$ cat config.mk
export PLATFORM = sky130hd
export DESIGN_NAME = r2mdc_stage_ctrl
export DESIGN_NICKNAME = d
export VERILOG_FILES = /design/src/rtl/r2mdc_stage_ctrl.sv
export SDC_FILE = /design/constraint.sdc
export NUM_CORES = 1
export LEC_CHECK = 0
export ABC_AREA = 1
export BUFFER_PORTS_ARGS = -buffer_cell sky130_fd_sc_hd__buf_4
export CORE_MARGIN = 2
export CORE_UTILIZATION = 30
export DETAILED_ROUTE_END_ITERATION = 10
export GPL_ROUTABILITY_DRIVEN = 0
export HOLD_SLACK_MARGIN = 0.05
export PLACE_DENSITY = 0.53
export SYNTH_ARGS = -nofsm -noshare
export SYNTH_HDL_FRONTEND = slang
export SYNTH_SLANG_ARGS = --single-unit
$ cat constraint.sdc
create_clock -name clk -period 2 [get_ports clk]
set_input_delay 0.2 -clock clk [delete_from_list [all_inputs] [get_ports clk]]
set_output_delay 0.2 -clock clk [all_outputs]
set_load 0.01 [all_outputs]
$ cat src/rtl/r2mdc_stage_ctrl.sv
`default_nettype none
// ============================================================================
// Module   : r2mdc_stage_ctrl
// Purpose  : Sequencer for one R2MDC stage. It splits each 2D-sample block of
//            an N-point frame into a delay-line fill phase and a butterfly
//            compute phase. Optional macro: R2MDC_CTRL_AUTORESTART_EN
//            (frames stream back-to-back without a new start).
// Revision : 1.0 - initial release
// ============================================================================
module r2mdc_stage_ctrl #(
    parameter int N     = 16,
    parameter int D     = 8,
    parameter int LOG2N = $clog2(N),
    parameter int DW    = $clog2(D)
) (
    input  logic             clk,
    input  logic             rst,
    input  logic             start,
    input  logic             in_valid,
    output logic             in_ready,
    output logic             busy,
    output logic             dl_wr_en,
    output logic [DW-1:0]    dl_addr,
    output logic             bf_en,
    output logic [LOG2N-2:0] tw_addr,
    output logic             out_valid,
    output logic             frame_done
);

    localparam logic [1:0]       c_ST_IDLE    = 2'd0;
    localparam logic [1:0]       c_ST_FILL    = 2'd1;
    localparam logic [1:0]       c_ST_COMPUTE = 2'd2;
    localparam logic [LOG2N-1:0] c_CNT_LAST   = LOG2N'(N - 1);
    localparam logic [DW-1:0]    c_K_LAST     = DW'(D - 1);
    localparam int               c_TW_SHIFT   = LOG2N - 1 - DW;

    logic [1:0]       r_state;
    logic [LOG2N-1:0] r_cnt;
    logic             r_busy;
    logic             r_dl_wr_en;
    logic [DW-1:0]    r_dl_addr;
    logic             r_bf_en;
    logic [LOG2N-2:0] r_tw_addr;
    logic             r_out_valid;
    logic             r_last;
    logic             r_frame_done;

    logic             w_accept;
    logic [DW-1:0]    w_k;
    logic             w_k_last;
    logic             w_cnt_last;
    logic [LOG2N-2:0] w_tw;

    assign in_ready   = (r_state != c_ST_IDLE);
    assign w_accept   = in_valid & in_ready;
    assign w_k        = r_cnt[DW-1:0];
    assign w_k_last   = (w_k == c_K_LAST);
    assign w_cnt_last = (r_cnt == c_CNT_LAST);

    // Twiddle index k * N/(2D): a pure left shift since both are powers of two.
    generate
        if (c_TW_SHIFT == 0) begin : g_tw_noshift
            assign w_tw = w_k;
        end else begin : g_tw_shift
            assign w_tw = {w_k, {c_TW_SHIFT{1'b0}}};
        end
    endgenerate

    always_ff @(posedge clk) begin
        if (rst) begin
            r_state      <= c_ST_IDLE;
            r_cnt        <= '0;
            r_busy       <= 1'b0;
            r_dl_wr_en   <= 1'b0;
            r_dl_addr    <= '0;
            r_bf_en      <= 1'b0;
            r_tw_addr    <= '0;
            r_out_valid  <= 1'b0;
            r_last       <= 1'b0;
            r_frame_done <= 1'b0;
        end else begin
            r_dl_wr_en   <= 1'b0;
            r_bf_en      <= 1'b0;
            r_last       <= 1'b0;
            // Second pipeline slot lines up with the registered butterfly output.
            r_out_valid  <= r_bf_en;
            r_frame_done <= r_last;

            case (r_state)
                c_ST_IDLE: begin
                    if (start) begin
                        r_state <= c_ST_FILL;
                        r_busy  <= 1'b1;
                        r_cnt   <= '0;
                    end
                end

                c_ST_FILL: begin
                    if (w_accept) begin
                        r_dl_wr_en <= 1'b1;
                        r_dl_addr  <= w_k;
                        r_cnt      <= r_cnt + 1'b1;
                        if (w_k_last) begin
                            r_state <= c_ST_COMPUTE;
                        end
                    end
                end

                c_ST_COMPUTE: begin
                    if (w_accept) begin
                        r_bf_en   <= 1'b1;
                        r_dl_addr <= w_k;
                        r_tw_addr <= w_tw;
                        r_cnt     <= r_cnt + 1'b1;
                        if (w_cnt_last) begin
                            r_last  <= 1'b1;
`ifdef R2MDC_CTRL_AUTORESTART_EN
                            r_state <= c_ST_FILL;
`else
                            r_state <= c_ST_IDLE;
                            r_busy  <= 1'b0;
`endif
                        end else if (w_k_last) begin
                            r_state <= c_ST_FILL;
                        end
                    end
                end

                default: begin
                    r_state <= c_ST_IDLE;
                    r_busy  <= 1'b0;
                end
            endcase
        end
    end

    assign busy       = r_busy;
    assign dl_wr_en   = r_dl_wr_en;
    assign dl_addr    = r_dl_addr;
    assign bf_en      = r_bf_en;
    assign tw_addr    = r_tw_addr;
    assign out_valid  = r_out_valid;
    assign frame_done = r_frame_done;

endmodule
`default_nettype wire

Yosys cells after proc, flatten, opt, wreduce, memory -nomap -nowiden
Cells that the tools add are included.
{"block": "totals", "mem_bits_rw": 0, "in_bits": 4, "n_memories": 0, "out_inout_bits": 12, "mem_bits_ro": 0, "latchBits": 0, "register_bits": 18}
{"block": "op_classes", "reduce_logical": 12, "multipliers": 0, "magnitude_cmp": 0, "div": 0, "shifts": 0, "bitwise_logic": 4, "mux": 16, "addsub": 1, "n_eq_ne": 11}
{"cell": "$mux W2", "count": 6}
{"cell": "$ne A2 B2 Y1 const B", "count": 5}
{"cell": "$mux W4", "count": 2}
{"cell": "$pmux W4 S2", "count": 1}
{"cell": "$pmux W2 S3", "count": 1}
{"cell": "$reduce_or A2 Y1", "count": 3}
{"cell": "$mux W1", "count": 5}
{"cell": "$reduce_and A5 Y1", "count": 1}
{"cell": "$add A4 B1 Y4 const B", "count": 1}
{"cell": "$eq A4 B4 Y1 const B", "count": 1}
{"cell": "$reduce_and A2 Y1", "count": 2}
{"cell": "$reduce_and A4 Y1", "count": 1}
{"cell": "$reduce_bool A2 Y1", "count": 2}
{"cell": "$eq A3 B3 Y1 const B", "count": 1}
{"cell": "$ne A3 B3 Y1 const B", "count": 1}
{"cell": "$not A1 Y1", "count": 3}
{"cell": "$pmux W1 S3", "count": 1}
{"cell": "$reduce_and A3 Y1", "count": 1}
{"cell": "$reduce_or A3 Y1", "count": 1}
{"cell": "$eq A2 B1 Y1 const B", "count": 1}
{"cell": "$eq A2 B2 Y1 const B", "count": 1}
{"cell": "$logic_not A2 Y1", "count": 1}
{"cell": "$ne A2 B1 Y1 const B", "count": 1}
{"cell": "$and A1 B1 Y1", "count": 1}

Longest topological paths before layout
Gate-level depths: netlist (run 1).
{"block": "depth", "ltp_word": 5, "mapped_depth": 10, "mapped_depth_nobuf": 10}

Worst setup path after synthesis (run 1)
No wires, ideal clock.
{"block": "synth_timing", "path_type": "flip-flop to flip-flop", "startpoint": "reg r_state[0]", "endpoint": "reg r_cnt[2]", "arrival_time_ns": 1.380, "stages_incl_launch_ff": 10, "path_slack_ns": 0.507, "t_required_ns": 1.887, "path_buffers": 0, "cell_sequence": "dfxtp_1 inv_1 ha_1 or2_4 nand2_2 nand2_2 clkinv_2 nand2_1 nand2_1 nor2_1"}
{"block": "synth_via", "elab_chain_cells": 4}
{"element": "start: declaration", "line": "37", "rtl": "logic [1:0] r_state;"}
{"element": "start signal: assignment", "line": "71", "rtl": "r_state <= c_ST_IDLE;"}
{"element": "start signal: assignment", "line": "92", "rtl": "r_state <= c_ST_FILL;"}
{"element": "start signal: assignment", "line": "104", "rtl": "r_state <= c_ST_COMPUTE;"}
{"element": "$eq A2 B2 Y1 (tied with other cells)", "line": "89", "rtl": "case (r_state)"}
{"element": "$reduce_or A2 Y1 (no line) / $and A1 B1 Y1 (equally long branches)"}
{"element": "$ne A2 B1 Y1 (no line) / $reduce_bool A2 Y1 (equally long branches)"}
{"element": "$reduce_and A3 Y1 (no line)"}
{"element": "end signal: assignment", "line": "102", "rtl": "r_cnt <= r_cnt + 1'b1;"}
{"element": "end signal: assignment", "line": "114", "rtl": "r_cnt <= r_cnt + 1'b1;"}
{"element": "end: declaration", "line": "38", "rtl": "logic [LOG2N-1:0] r_cnt;"}
Parallel ways exist; a longest one is shown, timed or not.
A chain may end at the register's enable or synchronous reset.

Final worst setup path (run 1)
{"block": "layout_timing", "startpoint": "reg r_state[0]", "endpoint": "reg r_cnt[1]"}
The elaborated chain is that of the path after synthesis.

==> impl_metrics.yaml, run 1 <==
run_status:
  outcome: "complete, no violations"
clocking:
  clk_path_buf_depth: 2
  postCtsSetupRepairBufs: 0
  cts-resized-gates: 0
  cts_tree: "done"
  h-tree-depth: 1
  clk_pin_slew_ns: 0.11
  hold_buffers: 0
  cts_inserted_buffers: 3
  clk_latency_ns: 0.29
  root_buffer: "clkbuf_4"
  cts_sinks: 18
synth:
  ys_ff_latch: 18
  yosysTopAreaCell: "dfxtp_1"
  yosysUniqueCellTypes: 17
  synthTopCellsByArea: "dfxtp_1 (43%), nand2_1 (14%), ha_1 (8.9%)"
  avgSynthCellArea_um2: 7.14
  synth_seq_area_share_pct: 42.8
  yosys.area.top_type_share_pct: 42.8
  syn_nets: 128
  syn_area_um2: 842
  ys.warnings.count: 0
  synth_cells: 118
sta:
  worst_slew_pin_slew_ns: 0.358
  skew_ns: 0.00823
  maxSlewViolCount: 0
  min_period_over_period_pct: 82.8
  fmax_mhz: 604
  fin_crit_ns: 1.66
  relSlewSlack_pct: 76.1
  finalHoldViolCount: 0
  whs_ns: 0.162
  rsz0062_at_grt: "no"
  setup_tns_ns: 0
  setup_violations: 0
power_and_ir_drop:
  irDropWorstVdd_mv: 0.383
  power.density_nw_per_um2: 904
  leakagePower_nw: 0.483
  netSwitchingPower_mw: 0.317
  p_comb_share_pct: 30.7
  p_int_mw: 0.611
  seqPwrFrac_pct: 45.3
  clock_power_share_pct: 24.0
  p_total_mw: 0.927
  swShare_pct: 34.2
grt:
  gr-total-overflow: 0
  antenna_found_initial: 0
  use_met1_pct: 14.1
  grt.met2_usage_pct: 19.7
  grt.met3_usage_pct: 2.72
  busiest_layer: "met2"
  grt_pass1_wl_um: 3020
  grt_max_degree: 13
  grtUsageTotal_pct: 11.6
  grt_pass1_vias: 739
min_path:
  hp-class: "input pin to flop"
final_layout:
  n_fill_cell: 288
  area_growth_pct: 21.8
  instances_no_fill: 167
  drive_above_1_share_pct: 19.1
  num_antenna_cells: 0
  nNetsFinal: 147
  fin_area_um2: 1030
place:
  dp_hpwl_um: 1390
  dpl-instance-area_um2: 990
  io_buffer_count: 15
  dp.cells: 163
floorplanning:
  rows: 19
  core_area_um2: 2710
  die_w_um: 57.0
  die_area_um2: 3250
  die_y_um: 57.0
  initial_core_util_pct: 31.1
  io_pins: 16
drt:
  final_antenna_net_count: 0
  via_per_inst: 4.59
  drc_errors: 0
  first_pass_iters: 4
  routed_wl_um: 1740
  vias: 766
  wire_per_inst_um: 10.4
  drt-initial-drc-count: 18
flow_run:
  maxCapViolCount: 0
setup_path:
  timing_worst_setup_path_type: "flop to flop"
  cp_max_fo: 7
  required_ns: 2.19
  arrival_ns: 1.85
  cp-end-kind: "flop"
  startpoint_type: "flop"
[critical path, stage by stage, from the launching register on]
cell	delay (ns)
dfxtp_1	0.41
inv_1	0.08
ha_1	0.41
or2_4	0.29
nand2_2	0.09
nand2_2	0.06
clkinv_2	0.07
nand2_1	0.05
nand2_1	0.05
nor2_1	0.04
[per-stage QoR]
step | utilization [%] | setup WS (ns)
floorplan | - | 0.507
global placement | 36.5 | 0.399
detailed placement | 36.5 | 0.361
CTS | 37.9 | 0.344
global route | 37.9 | 0.158
finish | 37.9 | 0.344
[cell families (layout without fill, tap and decap cells)]
group	after synthesis	count (layout)	synth area share (%)
adder cells (fa/ha/maj)	6	6	8.92
AO/OA/AOI/OAI	10	10	5.94
AND/OR/NAND/NOR	67	67	34.6
buffers and inverters	17	35	7.73
flip-flops	18	18	42.8
[cells in the final DEF, fill, tap and decap left out]
master / n
a21oi_1: 7
inv_2: 1
nor2_1: 15
nand2_2: 2
nand2_4: 1
buf_4: 15
clkbuf_4: 3
clkbuf_8: 1
or2_4: 1
nand4_1: 1
clkinv_2: 1
nor2_2: 1
dfxtp_1: 18
nand3_1: 11
nor3_1: 3
inv_1: 14
ha_1: 6
o21ai_0: 3
nand2_1: 32
[registers in the layout, indices dropped and copies added, names as in the netlist]
name	count
frame_done	1
dl_addr	3
dl_wr_en	1
bf_en	1
r_last	1
r_state	2
busy	1
r_cnt	4
out_valid	1
tw_addr	3
[per-layer routing]
metal / part of all wire (%) / vias to the layer above
li1: - / 401
met1: 46 / 352
met3: 3.3 / 2
met2: 49 / 11
met5: 0 / -
met4: 0.75 / 0
[power by group through the flow]
| stage | Sequential, mW | Combinational, mW | Clock, mW |
|---|---|---|---|
| 4_1_cts | 0.420 | 0.287 | 0.233 |
| 3_5_place_dp | 0.428 | 0.287 | 0 |
| 2_1_floorplan | 0.424 | 0.215 | 0 |
| 5_1_grt | 0.427 | 0.328 | 0.243 |
| 3_3_place_gp | 0.426 | 0.284 | 0 |
| 6_report | 0.421 | 0.284 | 0.222 |
[cell type report]
| cell class | instances | area [µm²] | area share [%] |
|---|---|---|---|
| tap | 31 | 38.8 | 3.78 |
| sequential | 18 | 360 | 35.1 |
| inverter | 16 | 61.3 | 5.98 |
| multi-input combinational | 83 | 417 | 40.6 |
| timing repair buffer | 15 | 113 | 11.0 |
| clock buffer | 4 | 36.3 | 3.54 |
[path summary, 6_finish.rpt]
kind                 to  depth (start not counted)  slack [ns]       start
max            r_cnt[1]                          9        0.34  r_state[0]
min          tw_addr[2]                          2        0.16         rst
max reg2reg    r_cnt[1]                          9        0.34  r_state[0]
min reg2reg  frame_done                          2        0.42      r_last
[cell usage after synthesis]
master / instances
nand2_1: 32
dfxtp_1: 18
nor2_1: 15
inv_1: 14
nand3_1: 11
a21oi_1: 7
ha_1: 6
nor3_1: 3
o21ai_0: 3
nand2_2: 2
clkbuf_1: 1
clkinv_2: 1
inv_2: 1
nand2_4: 1
nand4_1: 1
nor2_2: 1
or2_4: 1
Note: power is estimated with default switching activity, not from simulation.
==> run 2: changes to the inputs <==
clock period = 1.6 ns   (was 2 ns; I/O delays follow)
==> run 2 against run 1 <==
Against the previous run:
- setup slack worse by 0.19 ns
- cell count grew 1.2%
- hold slack got worse by 0.047 ns
- combinational power up 32%
- largest cell class unchanged
- highest routed layer is now met3
==> impl_metrics.yaml, run 2 (synthesis gave the netlist of run 1 again) <==
sta:
  skew_ns: 0.0194
  fmax_mhz: 694
  setup_tns_ns: 0
  rsz0062_at_grt: "no"
  fin_crit_ns: 1.44
  setup_violations: 0
  min_period_over_period_pct: 90.1
  finalHoldViolCount: 0
  maxSlewViolCount: 0
  relSlewSlack_pct: 83.7
  worst_slew_pin_slew_ns: 0.244
power_and_ir_drop:
  irDropWorstVdd_mv: 0.499
  netSwitchingPower_mw: 0.410
  p_total_mw: 1.19
  clock_power_share_pct: 24.1
  swShare_pct: 34.5
  seqPwrFrac_pct: 44.3
  p_int_mw: 0.777
  power.density_nw_per_um2: 1130
  leakagePower_nw: 0.493
  p_comb_share_pct: 31.6
grt:
  gr-total-overflow: 0
  grt_max_degree: 13
  antenna_found_initial: 0
  grtUsageTotal_pct: 11.3
  grt_pass1_vias: 697
  grt_pass1_wl_um: 2930
setup_path:
  crit_path_start: "r_state[0]"
  path_delay_family: "simple AND/OR/NAND/NOR gates"
  cp-end-kind: "flop"
  cp_cell_sequence: "inv_1 -> ha_2 -> inv_2 -> or2_4 -> nand2_2 -> nand2_2 -> clkinv_2 -> nand2_1 -> nand2_1 -> nor2_1"
  rrSetupSlack_ns: 0.16
  cp_max_fo: 4
  endpoint: "r_cnt[1]"
  r2r_cells: 10
  path_buf_inv: 3
  reg2reg_from: "r_state[0]"
  critPathSlowestCell: "dfxtp_2"
  startpoint_type: "flop"
  timing_worst_setup_path_type: "flop to flop"
  required_ns: 1.79
  arrival_ns: 1.63
  r2r_end: "r_cnt[1]"
  path_depth: 10
  critPathMaxStageDelay_ns: 0.36
floorplanning:
  die_w_um: 57.0
  io_pins: 16
  die_area_um2: 3250
  initial_core_util_pct: 31.1
  die_y_um: 57.0
  rows: 19
  core_area_um2: 2710
clocking:
  root_buffer: "clkbuf_4"
  clk_path_buf_depth: 2
  clk_latency_ns: 0.30
  h-tree-depth: 1
  cts_tree: "done"
  clk_pin_slew_ns: 0.12
  cts_inserted_buffers: 3
  hold_buffers: 0
  cts_sinks: 18
final_layout:
  final_common_cell: "nand2_1"
  regMostFlops: "r_cnt"
  area_growth_pct: 24.7
  nNetsFinal: 149
  final_cell_mix: "nand2_1 (32), dfxtp_1 (17), buf_4 (17)"
  fin_area_um2: 1050
  fin_util_pct: 38.7
  largest_reg_flops: 4
  num_antenna_cells: 0
  drive_above_1_share_pct: 21.7
place:
  io_buffer_count: 15
  dpl-instance-area_um2: 1000
  dp_hpwl_um: 1350
drt:
  final_antenna_net_count: 0
  drt-initial-drc-count: 22
  wire_per_inst_um: 10.1
  via_per_inst: 4.47
  routed_wl_um: 1720
  vias: 755
  drc_errors: 0
  first_pass_iters: 4
flow_run:
  maxCapViolCount: 0
min_path:
  hold_depth: 2
  hp-class: "input pin to flop"
run_status:
  outcome: "complete, no violations"
run 2: metal layers:
layer | wire length (µm) | GRT usage, %
met1 | 860 | 15.7
met4 | 0 | 3.99
met2 | 797 | 17.7
met3 | 57 | 2.04
met5 | 0 | 0
run 2: area by class of cell:
class / count / area, µm²
Fill cell: 307 / 1660
Multi-Input combinational cell: 83 / 424
Sequential cell: 18 / 362
Timing Repair Buffer: 17 / 128
Inverter: 16 / 61.3
Tap cell: 31 / 38.8
Clock buffer: 4 / 36.3
run 2: what timing repair did:
| item | CTS | global route |
|---|---|---|
| gates resized for setup | 1 | 2 |
| endpoints found under the setup margin | 1 | 6 |
| buffers inserted | 0 | 0 |
run 2: how the worst min path moves through the flow:
stage,start,to
after floorplan,rst,dl_wr_en
after global placement,r_last,frame_done
after detailed placement,r_last,frame_done
after CTS,rst,tw_addr[2]
after global routing,rst,out_valid
final,rst,tw_addr[2]
run 2: power groups by stage:
| stage | clock network (mW) | registers (mW) | logic, mW |
|---|---|---|---|
| floorplan | 0 | 0.530 | 0.269 |
| detailed placement | 0 | 0.534 | 0.367 |
| global placement | 0 | 0.531 | 0.364 |
| global route | 0.324 | 0.532 | 0.427 |
| finish | 0.286 | 0.526 | 0.376 |
| CTS | 0.299 | 0.523 | 0.375 |
run 2: per-stage QoR:
step | hold slack, ns | worst slack [ns] | cells
2_1_floorplan | 0.249 | 0.107 | 118
3_3_place_gp | 0.391 | 0.0733 | 165
3_5_place_dp | 0.396 | 0.0231 | 165
4_1_cts | 0.111 | 0.0745 | 169
5_1_grt | 0.120 | 0.0294 | 169
6_report | 0.115 | 0.158 | 169
